[src/rtl/alu_cmd_sequencer_if.sv]
// Command, ALU-side and response signals of alu_cmd_sequencer in one bundle.
// ALU_CMD_SEQ_OVF_EN adds the rsp_ovf response flag.
interface alu_cmd_sequencer_if;
    logic        cmd_valid;
    logic        cmd_ready;
    logic [1:0]  cmd_sel;
    logic        cmd_shift;
    logic [31:0] cmd_a;
    logic [31:0] cmd_b;

    logic [31:0] alu_a;
    logic [31:0] alu_b;
    logic [1:0]  alu_sel;
    logic        alu_shift;
    logic [31:0] alu_result;
    logic        alu_co;

    logic        rsp_valid;
    logic        rsp_ready;
    logic [31:0] rsp_data;
    logic        rsp_co;

`ifdef ALU_CMD_SEQ_OVF_EN
    logic        rsp_ovf;

    modport master (
        output cmd_valid, cmd_sel, cmd_shift, cmd_a, cmd_b, alu_result, alu_co, rsp_ready,
        input  cmd_ready, alu_a, alu_b, alu_sel, alu_shift, rsp_valid, rsp_data, rsp_co, rsp_ovf
    );
    modport slave (
        input  cmd_valid, cmd_sel, cmd_shift, cmd_a, cmd_b, alu_result, alu_co, rsp_ready,
        output cmd_ready, alu_a, alu_b, alu_sel, alu_shift, rsp_valid, rsp_data, rsp_co, rsp_ovf
    );
`else
    modport master (
        output cmd_valid, cmd_sel, cmd_shift, cmd_a, cmd_b, alu_result, alu_co, rsp_ready,
        input  cmd_ready, alu_a, alu_b, alu_sel, alu_shift, rsp_valid, rsp_data, rsp_co
    );
    modport slave (
        input  cmd_valid, cmd_sel, cmd_shift, cmd_a, cmd_b, alu_result, alu_co, rsp_ready,
        output cmd_ready, alu_a, alu_b, alu_sel, alu_shift, rsp_valid, rsp_data, rsp_co
    );
`endif
endinterface

[src/rtl/alu_cmd_sequencer.sv]
// Command FIFO plus five-state sequencer feeding a two-cycle registered ALU.
// Define ALU_CMD_SEQ_OVF_EN to add the signed-overflow response flag rsp_ovf.
module alu_cmd_sequencer #(
    parameter int unsigned DEPTH = 4
) (
    input  logic               clk_i,
    input  logic               rst_ni,
    alu_cmd_sequencer_if.slave bus_io
);
    localparam int unsigned AW = $clog2(DEPTH);

    typedef enum logic [2:0] {IDLE, DRIVE, EXEC, CAPT, RESP} state_e;

    typedef struct packed {
        logic [1:0]  sel;
        logic        shift;
        logic [31:0] a;
        logic [31:0] b;
    } cmd_t;

    cmd_t        mem_q [DEPTH];
    logic [AW:0] wr_ptr_q, rd_ptr_q;
    logic        full, empty, push, pop;
    cmd_t        head;

    state_e      state_q, state_d;
    logic [31:0] alu_a_q, alu_a_d;
    logic [31:0] alu_b_q, alu_b_d;
    logic [1:0]  alu_sel_q, alu_sel_d;
    logic        alu_shift_q, alu_shift_d;
    logic        rsp_valid_q, rsp_valid_d;
    logic [31:0] rsp_data_q, rsp_data_d;
    logic        rsp_co_q, rsp_co_d;

    // The extra pointer MSB tells full from empty when the index bits match.
    assign empty = (wr_ptr_q == rd_ptr_q);
    assign full  = (wr_ptr_q[AW] != rd_ptr_q[AW]) && (wr_ptr_q[AW-1:0] == rd_ptr_q[AW-1:0]);
    assign push  = bus_io.cmd_valid && !full;
    assign pop   = (state_q == IDLE) && !empty;
    assign head  = mem_q[rd_ptr_q[AW-1:0]];

    // NOTE: storage has no reset; clearing the pointers is what empties the FIFO.
    always_ff @(posedge clk_i) begin
        if (push) begin
            mem_q[wr_ptr_q[AW-1:0]] <= '{sel: bus_io.cmd_sel, shift: bus_io.cmd_shift,
                                         a: bus_io.cmd_a, b: bus_io.cmd_b};
        end
    end

    // NOTE: registers use non-blocking assignments so every flop samples pre-edge values.
    always_ff @(posedge clk_i or negedge rst_ni) begin
        if (!rst_ni) begin
            wr_ptr_q <= '0;
            rd_ptr_q <= '0;
        end else begin
            if (push) wr_ptr_q <= wr_ptr_q + {{AW{1'b0}}, 1'b1};
            if (pop)  rd_ptr_q <= rd_ptr_q + {{AW{1'b0}}, 1'b1};
        end
    end

    always_comb begin
        // NOTE: every output starts from its held value, so no path leaves a latch.
        state_d     = state_q;
        alu_a_d     = alu_a_q;
        alu_b_d     = alu_b_q;
        alu_sel_d   = alu_sel_q;
        alu_shift_d = alu_shift_q;
        rsp_valid_d = rsp_valid_q;
        rsp_data_d  = rsp_data_q;
        rsp_co_d    = rsp_co_q;
        case (state_q)
            IDLE: begin
                if (!empty) begin
                    alu_a_d     = head.a;
                    alu_b_d     = head.b;
                    alu_sel_d   = head.sel;
                    alu_shift_d = head.shift;
                    state_d     = DRIVE;
                end
            end
            DRIVE: state_d = EXEC;
            EXEC:  state_d = CAPT;
            CAPT: begin
                rsp_data_d  = bus_io.alu_result;
                rsp_co_d    = bus_io.alu_co;
                rsp_valid_d = 1'b1;
                state_d     = RESP;
            end
            RESP: begin
                if (bus_io.rsp_ready) begin
                    rsp_valid_d = 1'b0;
                    state_d     = IDLE;
                end
            end
            default: state_d = IDLE;
        endcase
    end

    always_ff @(posedge clk_i or negedge rst_ni) begin
        if (!rst_ni) begin
            state_q     <= IDLE;
            alu_a_q     <= '0;
            alu_b_q     <= '0;
            alu_sel_q   <= '0;
            alu_shift_q <= 1'b0;
            rsp_valid_q <= 1'b0;
            rsp_data_q  <= '0;
            rsp_co_q    <= 1'b0;
        end else begin
            state_q     <= state_d;
            alu_a_q     <= alu_a_d;
            alu_b_q     <= alu_b_d;
            alu_sel_q   <= alu_sel_d;
            alu_shift_q <= alu_shift_d;
            rsp_valid_q <= rsp_valid_d;
            rsp_data_q  <= rsp_data_d;
            rsp_co_q    <= rsp_co_d;
        end
    end

`ifdef ALU_CMD_SEQ_OVF_EN
    logic rsp_ovf_q, rsp_ovf_d, ovf_now;

    // Signed overflow judged against the operands still held on alu_a/alu_b.
    always_comb begin
        case (alu_sel_q)
            2'b00:   ovf_now = (alu_a_q[31] == alu_b_q[31]) && (bus_io.alu_result[31] != alu_a_q[31]);
            2'b01:   ovf_now = (alu_a_q[31] != alu_b_q[31]) && (bus_io.alu_result[31] != alu_a_q[31]);
            default: ovf_now = 1'b0;
        endcase
    end

    assign rsp_ovf_d = (state_q == CAPT) ? ovf_now : rsp_ovf_q;

    always_ff @(posedge clk_i or negedge rst_ni) begin
        if (!rst_ni) rsp_ovf_q <= 1'b0;
        else         rsp_ovf_q <= rsp_ovf_d;
    end

    assign bus_io.rsp_ovf = rsp_ovf_q;
`endif

    assign bus_io.cmd_ready = !full;
    assign bus_io.alu_a     = alu_a_q;
    assign bus_io.alu_b     = alu_b_q;
    assign bus_io.alu_sel   = alu_sel_q;
    assign bus_io.alu_shift = alu_shift_q;
    assign bus_io.rsp_valid = rsp_valid_q;
    assign bus_io.rsp_data  = rsp_data_q;
    assign bus_io.rsp_co    = rsp_co_q;
endmodule

[src/flat_wrapper.sv]
// flat-port wrapper written by rule: the top's interface ports become plain ports
module alu_cmd_sequencer_flat 
#(
    parameter int unsigned DEPTH = 4
)
  (clk_i, rst_ni, bus_io_cmd_valid, bus_io_cmd_sel, bus_io_cmd_shift, bus_io_cmd_a, bus_io_cmd_b, bus_io_alu_result, bus_io_alu_co, bus_io_rsp_ready, bus_io_cmd_ready, bus_io_alu_a, bus_io_alu_b, bus_io_alu_sel, bus_io_alu_shift, bus_io_rsp_valid, bus_io_rsp_data, bus_io_rsp_co);
  alu_cmd_sequencer_if bus_io_i ();
  input  logic clk_i;
  input  logic rst_ni;
  input wire logic [$bits(bus_io_i.cmd_valid)-1:0] bus_io_cmd_valid;
  input wire logic [$bits(bus_io_i.cmd_sel)-1:0] bus_io_cmd_sel;
  input wire logic [$bits(bus_io_i.cmd_shift)-1:0] bus_io_cmd_shift;
  input wire logic [$bits(bus_io_i.cmd_a)-1:0] bus_io_cmd_a;
  input wire logic [$bits(bus_io_i.cmd_b)-1:0] bus_io_cmd_b;
  input wire logic [$bits(bus_io_i.alu_result)-1:0] bus_io_alu_result;
  input wire logic [$bits(bus_io_i.alu_co)-1:0] bus_io_alu_co;
  input wire logic [$bits(bus_io_i.rsp_ready)-1:0] bus_io_rsp_ready;
  output wire logic [$bits(bus_io_i.cmd_ready)-1:0] bus_io_cmd_ready;
  output wire logic [$bits(bus_io_i.alu_a)-1:0] bus_io_alu_a;
  output wire logic [$bits(bus_io_i.alu_b)-1:0] bus_io_alu_b;
  output wire logic [$bits(bus_io_i.alu_sel)-1:0] bus_io_alu_sel;
  output wire logic [$bits(bus_io_i.alu_shift)-1:0] bus_io_alu_shift;
  output wire logic [$bits(bus_io_i.rsp_valid)-1:0] bus_io_rsp_valid;
  output wire logic [$bits(bus_io_i.rsp_data)-1:0] bus_io_rsp_data;
  output wire logic [$bits(bus_io_i.rsp_co)-1:0] bus_io_rsp_co;
  assign bus_io_i.cmd_valid = bus_io_cmd_valid;
  assign bus_io_i.cmd_sel = bus_io_cmd_sel;
  assign bus_io_i.cmd_shift = bus_io_cmd_shift;
  assign bus_io_i.cmd_a = bus_io_cmd_a;
  assign bus_io_i.cmd_b = bus_io_cmd_b;
  assign bus_io_i.alu_result = bus_io_alu_result;
  assign bus_io_i.alu_co = bus_io_alu_co;
  assign bus_io_i.rsp_ready = bus_io_rsp_ready;
  assign bus_io_cmd_ready = bus_io_i.cmd_ready;
  assign bus_io_alu_a = bus_io_i.alu_a;
  assign bus_io_alu_b = bus_io_i.alu_b;
  assign bus_io_alu_sel = bus_io_i.alu_sel;
  assign bus_io_alu_shift = bus_io_i.alu_shift;
  assign bus_io_rsp_valid = bus_io_i.rsp_valid;
  assign bus_io_rsp_data = bus_io_i.rsp_data;
  assign bus_io_rsp_co = bus_io_i.rsp_co;
  alu_cmd_sequencer #(.DEPTH(DEPTH)) u_core (.clk_i(clk_i), .rst_ni(rst_ni), .bus_io(bus_io_i));
endmodule
[config.mk]
export PLATFORM = sky130hd
export DESIGN_NAME = alu_cmd_sequencer_flat
export DESIGN_NICKNAME = d
export VERILOG_FILES = /design/src/rtl/alu_cmd_sequencer_if.sv /design/src/rtl/alu_cmd_sequencer.sv /design/src/flat_wrapper.sv
export SDC_FILE = /design/constraint.sdc
export NUM_CORES = 1
export LEC_CHECK = 0
export CORE_MARGIN = 2
export CORE_UTILIZATION = 45
export DETAILED_ROUTE_END_ITERATION = 10
export HOLD_SLACK_MARGIN = 0.1
export PLACE_DENSITY = 0.68
export SETUP_SLACK_MARGIN = 0.15
export SLEW_MARGIN = 20
export SYNTH_ARGS = -nofsm -noshare
export SYNTH_HDL_FRONTEND = slang
export SYNTH_SLANG_ARGS = --single-unit
[constraint.sdc]
create_clock -name clk_i -period 6.7 [get_ports clk_i]
set_clock_uncertainty 0.2 [all_clocks]
set_input_delay 1.34 -clock clk_i [delete_from_list [all_inputs] [get_ports clk_i]]
set_output_delay 1.34 -clock clk_i [all_outputs]
set_load 0.03 [all_outputs]
==> impl_results.md, run 1 <==
- Result of the run: completed
- Yosys top cell area share: 57.57%
- Final instance area: 17710 sq um
- Setup CP Type: reg -> out
- Pre-CTS WS: 2.780 ns
- Setup Buffers After CTS: 0
- Worst Hold Class: reg -> reg
- Pre-Repair DR Iteration Count: 5
- Fin. max-slew vios: 0
- CP startpoint kind: flip-flop
- RSZ-0062 raised after global routing: false
- DR WL/cell: 20.98 um
- Die X-Extent: 180.3 um
- Critical Path End Type: output pin
- Final Util: 57.91%
- # DRC: 0
- Tcrit/Tclk final: 65.93%
- Post-synth cell types: 28
- Yosys warnings: 0
- Yosys top cell by area: edfxtp_1
- Asr flop ratio synth: 29.10%
- CTS tree: done
- Commonest register cell after synthesis: edfxtp_1
- Most area-consuming cells after synthesis: edfxtp_1 58%, dfrtp_1 20%, mux4_2 11%
- Endpoints failing hold: 0
- Diode count: 0
- Area of the multi-input gates: 3009 sq um
- Core Area: 30590 sq um
- Starting Density: 45.70%
- Gpl congestion: 0.7335
- Fillers: 2252
- DP HPWL: 16390 um
- Via-per-instance ratio: 5.187
- Power per cell area: 515.5 nW/um^2
- Post-synthesis sequential area ratio: 77.26%
- P&R area growth vs syn: 26.71%
- Routed WL: 26540 um
- Commonest non-fill, non-tap cell in the layout: edfxtp_1
- TritonCTS Sinks: 378
- Seq. cell area: 10810 sq um
- Synthesis-stage register bit count: 378
- Slew @ Worst Pin: 1.061 ns
- Worst path required time: 5.16 ns
- Die area: 32490 sq um
- Post-CTS Resized: 0
- Via count: 6561
- Cts bufs inserted: 39
- LEAKAGE: 0.006203 uW
- ANT nets after route: 0
- Rel. slew slack: 29.29%
- PortBufs: 205
- Number of synthesized flops with an enable pin: 268
- Most frequent cells in the layout: 268 x edfxtp_1, 204 x clkdlybuf4s50_1, 108 x dfrtp_1
- Synthesized instance count: 615
- Max Clk Rate: 226.4 MHz
- Clock-pin slew on the worst setup and hold paths: 0.05 ns
- Syn_area_per_cell: 22.73 sq um
- Vias in the first global route: 7064
- Antenna violations before repair: 0
- # rows: 64
- Worst EP arrival: 2.88 ns
- Mapped Nets: 724
- Finish-stage setup viols: 0
- Worst vdd ir: 0.0002782 V
- H-Tree Depth: 2
- Pin count of the biggest net entering global routing: 75
- Worst Slack Setup Final: 2.283 ns
- I/O Pins: 206
- Period minus WS final: 4.417 ns
- Final Net Count: 947
- Initial detailed-routing violation count: 485
- Die H: 180.3 um
- Worst-path fanout max: 70
- Clock Latency Late Sink: 0.52 ns
- Clock Tree Root: clkbuf_16
- Hold Buf Count CTS: 0
- Mapped Area: 13980 sq um
- Gr ovfl total: 0
- Total Routing Usage GR: 16.54%
- Total negative slack: 0 ns
- DP Area: 16420 sq um
- Max-cap violation count: 0
- Layout cells sized above 1: 27.50%
- Max clock buf depth: 3
- First-pass GRT wire length: 41620 um
routing by layer:
| layer | vias to the layer above | global-route usage, % | part of all wire [%] |
|---|---|---|---|
| li1 | 2920 | - | - |
| met1 | 3381 | 22.97 | 44 |
| met2 | 219 | 26.87 | 49 |
| met3 | 41 | 3.355 | 5.6 |
| met4 | 0 | 4.645 | 2.0 |
| met5 | - | 0 | 0 |
logic make-up after synthesis:
group | synth area share [%]
AOI/OAI and AO/OA | 0.4833
muxes | 19.25
and+or+nand+nor | 0.5102
adders and majority gates | 0.4475
xor gates and xnor gates | 0.6713
buffers and inverters | 1.378
DFF | 77.26
flip-flops by register name, indices dropped and copies added (netlist names):
register / cells
u_core.bus_io.alu_sel: 2
u_core.mem_q: 268
u_core.bus_io.rsp_valid: 1
u_core.bus_io.alu_shift: 1
u_core.state_q: 3
u_core.bus_io.alu_b: 32
u_core.bus_io.alu_a: 32
u_core.wr_ptr_q: 3
u_core.bus_io.rsp_data: 32
u_core.rd_ptr_q: 3
u_core.bus_io.rsp_co: 1
cell usage after synthesis (all sizes together), types with 2 or more instances:
master / count
mux4: 67
clkbuf: 9
edfxtp: 268
nor2: 3
nand3: 3
xnor2: 5
inv: 5
dfrtp: 110
mux2: 102
a21oi: 2
nand2: 2
buf: 19
xor2: 4
a31oi: 3
ha: 5
and2: 3
power breakdown:
part           leakage (uW)  switching, uW  internal (uW)
logic               0.00184           1630           1610
clock network      0.000624            843           1320
registers           0.00374            420           3300
total               0.00620           2900           6230
cell type report:
| type | instances | share of cell area (%) |
|---|---|---|
| repair buffers | 210 | 11.78 |
| clock buffers | 53 | 5.863 |
| clock inverters | 19 | 1.448 |
| inverters | 5 | 0.1060 |
| flip-flops and latches | 378 | 61.02 |
| multi-input cells | 204 | 16.99 |
| well taps | 396 | 2.797 |
per-stage QoR:
stage | hold WS (ns) | power, uW | instances
CTS | 0.3045 | 9271 | 1265
floorplan | 0.2738 | 5901 | 615
detailed placement | 0.2917 | 7071 | 1193
finish | 0.3022 | 9131 | 1265
global route | 0.3138 | 9582 | 1265
global placement | 0.2852 | 6955 | 1193
worst max-delay path, stage by stage (launching register included):
cell and delay (ns):
dfrtp_4 1.12, xnor2_2 0.33, nand3_1 0.18, clkdlybuf4s50_1 0.72
path summary, 6_finish.rpt:
path | startpoint | endpoint | slack, ns | depth (start not counted)
worst max-delay path | u_core.rd_ptr_q[1] | bus_io_cmd_ready | 2.28 | 3
worst min-delay path | u_core.bus_io.rsp_data[25] | u_core.bus_io.rsp_data[25] | 0.30 | 1
worst max register to register | u_core.rd_ptr_q[1] | u_core.mem_q[0][53] | 3.13 | 3
worst min register to register | u_core.bus_io.rsp_data[25] | u_core.bus_io.rsp_data[25] | 0.30 | 1
max in group asynchronous | rst_ni | u_core.rd_ptr_q[1] | 4.43 | 2
min in group asynchronous | rst_ni | u_core.bus_io.rsp_data[11] | 0.78 | 1
Note: power is estimated with default switching activity, not from simulation.
==> inputs of run 2 (changes only) <==
clock period = 4.1 ns   (was 6.7 ns; I/O delays follow)
==> impl_results.md, run 2 (same netlist as run 1, synthesis figures left out) <==
- Pre-Repair DR Iteration Count: 4 (-1)
- Worst-path fanout max: 6 (-91%)
- ANT nets after route: 0 (unchanged)
- Max Clk Rate: 312.1 MHz
- Endpoints failing hold: 0 (unchanged)
- Period minus WS final: 3.204 ns
- PortBufs: 205 (unchanged)
- CTS tree: done
- Gpl congestion: 0.7533 (+2.7%)
- Hold Buf Count CTS: 0 (unchanged)
- Initial detailed-routing violation count: 362 (-25%)
- Core Area: 30590 sq um (unchanged)
- Cts bufs inserted: 40 (+2.6%)
- TritonCTS Sinks: 378 (unchanged)
- Via-per-instance ratio: 5.186 (about the same)
- Worst vdd ir: 0.0004436 V (+59%)
- Max reg flops: 268 (unchanged)
- Worst Hold Class: in -> async
- Tcrit/Tclk final: 78.14%
- Finish-stage setup viols: 0 (unchanged)
- Routed WL: 26420 um (-0.43%)
- Result of the run: completed
- DP HPWL: 16410 um (+0.12%)
- Max clock buf depth: 3 (unchanged)
- Setup Buffers After CTS: 0 (unchanged)
- Final Net Count: 956 (+0.95%)
- # rows: 64 (unchanged)
- Starting Density: 45.70% (unchanged)
- Max-cap violation count: 0 (unchanged)
- Post-CTS Resized: 0 (unchanged)
- Critical Path End Type: output pin
- First-pass GRT wire length: 41950 um (+0.80%)
- Antenna violations before repair: 0 (unchanged)
- Final instance area: 17910 sq um (+1.1%)
- Worst EP arrival: 2.18 ns (-0.70 ns)
- Vias in the first global route: 7265 (+2.8%)
- Worst path required time: 3.08 ns (-2.08 ns)
- Clock Tree Root: clkbuf_16
- Power per cell area: 843.1 nW/um^2 (+64%)
- H-Tree Depth: 2 (unchanged)
- Fin. max-slew vios: 0 (unchanged)
- Gr ovfl total: 0 (unchanged)
- I/O Pins: 206 (unchanged)
- Total Routing Usage GR: 16.53% (about the same)
- DP Area: 16540 sq um (+0.75%)
- Slew @ Worst Pin: 1.008 ns (-0.05252 ns)
- Commonest non-fill, non-tap cell in the layout: edfxtp_1
- P&R area growth vs syn: 28.09%
- RSZ-0062 raised after global routing: false
- DR WL/cell: 20.74 um (-1.1%)
- LEAKAGE: 0.006291 uW (+1.4%)
- # DRC: 0 (unchanged)
- Rel. slew slack: 32.79% (+3.5 points)
- Setup CP Type: reg -> out
- Layout cells sized above 1: 28.73% (+1.2 points)
- Die X-Extent: 180.3 um (unchanged)
- Die H: 180.3 um (unchanged)
- CP startpoint kind: flip-flop
- Hold Slack: 0.1121 ns (-0.1901 ns)
- Via count: 6607 (+0.70%)
- Clock Latency Late Sink: 0.51 ns (about the same)
- Die area: 32490 sq um (unchanged)
- Pin count of the biggest net entering global routing: 71 (-5.3%)
- Clock-pin slew on the worst setup and hold paths: 0.06 ns (about the same)
- Total negative slack: 0 ns (unchanged)
- Most frequent cells in the layout: 268 x edfxtp_1, 204 x clkdlybuf4s50_1, 108 x dfrtp_1
==> run 2: changes by cell type in the layout (fill, tap and decap cells not counted), moves of 2 or more <==
cell	change
clkbuf_16	+2
clkbuf_1	-4
clkbuf_8	+5
clkinvlp_4	+2
clkinv_2	-2
buf_12	+5
inv_6	-3
buf_4	+3
==> run 2: per-layer routing <==
layer | routed length [um] | vias to the layer above | global-route usage, %
li1 | - | 2936 | -
met2 | 12780 | 233 | 26.95
met3 | 1722 | 44 | 3.638
met4 | 552 | 0 | 4.903
met5 | 0 | - | 0
met1 | 11360 | 3394 | 22.56
==> run 2: final cells by class <==
type	instances	area [sq um]
Timing Repair Buffer	218	2210
Sequential cell	378	10810
Tap cell	396	495.5
Fill cell	2213	12680
Multi-Input combinational cell	204	3009
Clock inverter	16	221.5
Clock buffer	56	1142
Antenna cell	1	2.502
Inverter	5	18.77
==> run 2: critical path: stages (launching register included) <==
cell,delay (ns)
dfrtp_4,0.49
xnor2_2,0.39
nand3_1,0.15
clkdlybuf4s50_1,0.65
==> run 2: path summary, 6_finish.rpt <==
kind,from,to,slack (ns),depth (start not counted)
setup / recovery,u_core.rd_ptr_q[0],bus_io_cmd_ready,0.90,3
hold reg to reg,u_core.bus_io.rsp_data[5],u_core.bus_io.rsp_data[5],0.30,1
max in group asynchronous,rst_ni,u_core.bus_io.alu_a[17],2.80,2
setup reg to reg,u_core.rd_ptr_q[0],u_core.mem_q[1][17],1.50,4
min in group clk_i,u_core.bus_io.rsp_data[5],u_core.bus_io.rsp_data[5],0.30,1
hold / removal,rst_ni,u_core.bus_io.alu_b[20],0.11,1
==> run 2: power by group <==
| group | internal, uW | switching (uW) | leakage, uW |
|---|---|---|---|
| Sequential | 5380 | 460 | 0.00374 |
| Combinational | 2700 | 2910 | 0.00190 |
| Clock | 2260 | 1390 | 0.000653 |
==> run 2: stage by stage <==
stage	setup slack [ns]	utilization, %	instances	total power [uW]
6_report	0.8963	58.54	1274	15100
5_1_grt	0.7874	58.53	1273	15830
4_1_cts	0.8617	58.53	1273	15320
3_5_place_dp	0.8723	54.07	1201	11600
3_3_place_gp	0.8611	54.07	1201	11430
2_1_floorplan	0.4874	-	615	9638
==> inputs of run 3 (changes only) <==
PLACE_DENSITY = 0.71   (was 0.68)
clock period = 2.7 ns   (was 4.1 ns; I/O delays follow)
==> impl_results.md, run 3 (same netlist as run 1, synthesis figures left out) <==
- First-pass GRT wire length: 42730 um (+1.9%)
- Power per cell area: 1272 nW/um^2 (+51%)
- CP Buf/Inv Count: 1 (unchanged)
- Routed WL: 27130 um (+2.7%)
- Die X-Extent: 180.3 um (unchanged)
- Initial detailed-routing violation count: 423 (+17%)
- Worst vdd ir: 0.0007896 V (+78%)
- Metal-1 WL: 11940 um (+5.1%)
- Gate power share: 38.2% (+1.0 points)
- Worst Hold Class: reg -> reg
- # rows: 64 (unchanged)
- Worst EP arrival: 1.65 ns (-0.53 ns)
- Endpoints failing hold: 0 (unchanged)
- Gpl congestion: 0.6976 (-7.4%)
- Max reg flops: 268 (unchanged)
- Most frequent cells in the layout: 268 x edfxtp_1, 203 x clkdlybuf4s50_1, 107 x dfrtp_1
- Max-cap violation count: 0 (unchanged)
- Total Routing Usage GR: 16.95% (+0.42 points)
- Tcrit/Tclk final: 88.59%
- Hold Slack: 0.3006 ns (+0.1885 ns)
- # DRC: 0 (unchanged)
- I/O Pins: 206 (unchanged)
- Setup CP Type: reg -> out
- Switch Pwr: 7258 uW (+53%)
- Die area: 32490 sq um (unchanged)
- Max clock buf depth: 3 (unchanged)
- Crit-path cells: clkdlybuf4s50_1
- Clock power frac: 22.9% (-1.3 points)
- RSZ-0062 raised after global routing: false
- DR WL/cell: 21.21 um (+2.3%)
- Vias in the first global route: 7228 (-0.51%)
- Pin count of the biggest net entering global routing: 70 (-1.4%)
- Slowest cell on crit path: clkdlybuf4s50_1
- Fillers: 2225 (+0.54%)
- Final Util: 58.77% (+0.23 points)
- Reg power frac: 38.9% (+0.2 points)
- Finish-stage setup viols: 0 (unchanged)
- Core Area: 30590 sq um (unchanged)
- Die H: 180.3 um (unchanged)
- Period minus WS final: 2.392 ns
- Clock Latency Late Sink: 0.51 ns (about the same)
- Clock Tree Root: clkbuf_16
- Slowest stage delay, CP: 0.70 ns (+0.05 ns)
- P_int: 15610 uW (+51%)
- Rel. slew slack: 29.85% (-2.9 points)
- Via count: 6668 (+0.92%)
- Top sig layer: met4
- TritonCTS Sinks: 378 (unchanged)
- Via-per-instance ratio: 5.213 (+0.53%)
- Kind of cell adding the most delay to the critical path: buffers and inverters
- Pre-Repair DR Iteration Count: 4 (unchanged)
- Diode count: 0 (-1)
- Total negative slack: 0 ns (unchanged)
- Sw Share: 31.74% (+0.22 points)
- CP startpoint kind: flip-flop
- ANT nets after route: 0 (unchanged)
- Worst path required time: 1.96 ns (-1.12 ns)
- PortBufs: 205 (unchanged)
- Result of the run: completed
- Antenna violations before repair: 0 (unchanged)
- DP HPWL: 16190 um (-1.3%)
- Fin. max-slew vios: 0 (unchanged)
- Max Clk Rate: 418.1 MHz
- Clock-pin slew on the worst setup and hold paths: 0.06 ns (about the same)
- CTS tree: done
- Starting Density: 45.70% (unchanged)
- P&R area growth vs syn: 28.60%
- Slew @ Worst Pin: 1.052 ns (+0.04404 ns)
- Commonest non-fill, non-tap cell in the layout: edfxtp_1
- Gr ovfl total: 0 (unchanged)
- WL met2: 12950 um (+1.3%)
- Critical Path End Type: output pin
- LEAKAGE: 0.006327 uW (+0.58%)
- Met3 WL: 1767 um (+2.6%)
- Cts bufs inserted: 39 (-2.5%)
- Final Net Count: 962 (+0.63%)
- Worst-path fanout max: 2 (-4)
- Layout cells sized above 1: 29.11% (+0.37 points)
- H-Tree Depth: 2 (unchanged)
run 3: power groups by stage:
stage               clock (uW)  combinational, uW  sequential [uW]
detailed placement           0               8870             9020
global route              5610               9280             9100
finish                    5240               8730             8890
CTS                       5390               8920             8920
floorplan                    0               4310            10400
global placement             0               8750             8950
run 3: final timing paths:
path	to	cells after the start	start	slack, ns
hold / removal	u_core.bus_io.rsp_data[13]	1	u_core.bus_io.rsp_data[13]	0.30
max in group asynchronous	u_core.bus_io.alu_a[2]	3	rst_ni	1.17
setup / recovery	bus_io_alu_b[9]	1	u_core.bus_io.alu_b[9]	0.31
hold reg to reg	u_core.bus_io.rsp_data[13]	1	u_core.bus_io.rsp_data[13]	0.30
setup reg to reg	u_core.rd_ptr_q[2]	5	u_core.rd_ptr_q[1]	0.37
min in group asynchronous	u_core.bus_io.rsp_data[7]	2	rst_ni	0.36
run 3: layer usage:
| layer | vias to the layer above | track usage (%) |
|---|---|---|
| li1 | 2950 | - |
| met1 | 3436 | 24.51 |
| met2 | 241 | 27.11 |
| met3 | 41 | 3.294 |
| met4 | 0 | 3.645 |
| met5 | - | 0 |
run 3: final cells by class:
| class | instances | area [sq um] | share of cell area (%) |
|---|---|---|---|
| clock buffers | 56 | 1162 | 6.465 |
| clock inverters | 15 | 118.9 | 0.6611 |
| inverters | 5 | 18.77 | 0.1044 |
| multi-input cells | 204 | 3039 | 16.90 |
| flip-flops and latches | 378 | 10810 | 60.12 |
| well taps | 396 | 495.5 | 2.756 |
| repair buffers | 225 | 2335 | 12.99 |
run 3: per-stage QoR:
stage               instances  total power (uW)  setup slack [ns]  cell area (sq um)
global route             1279             23990            0.2079              17980
finish                   1279             22860            0.3081              17980
global placement         1206             17700            0.1895              16680
floorplan                 615             14690            0.1173              14030
CTS                      1279             23230            0.1562              17980
detailed placement       1206             17890            0.2277              16680
run 3: what timing repair did:
item	in CTS	in global routing
pin swaps	1	0
gates resized for setup	3	1
buffers inserted	1	0
endpoints found under the hold margin	35	0
hold buffers	1	0
setup endpoints to repair	1	1
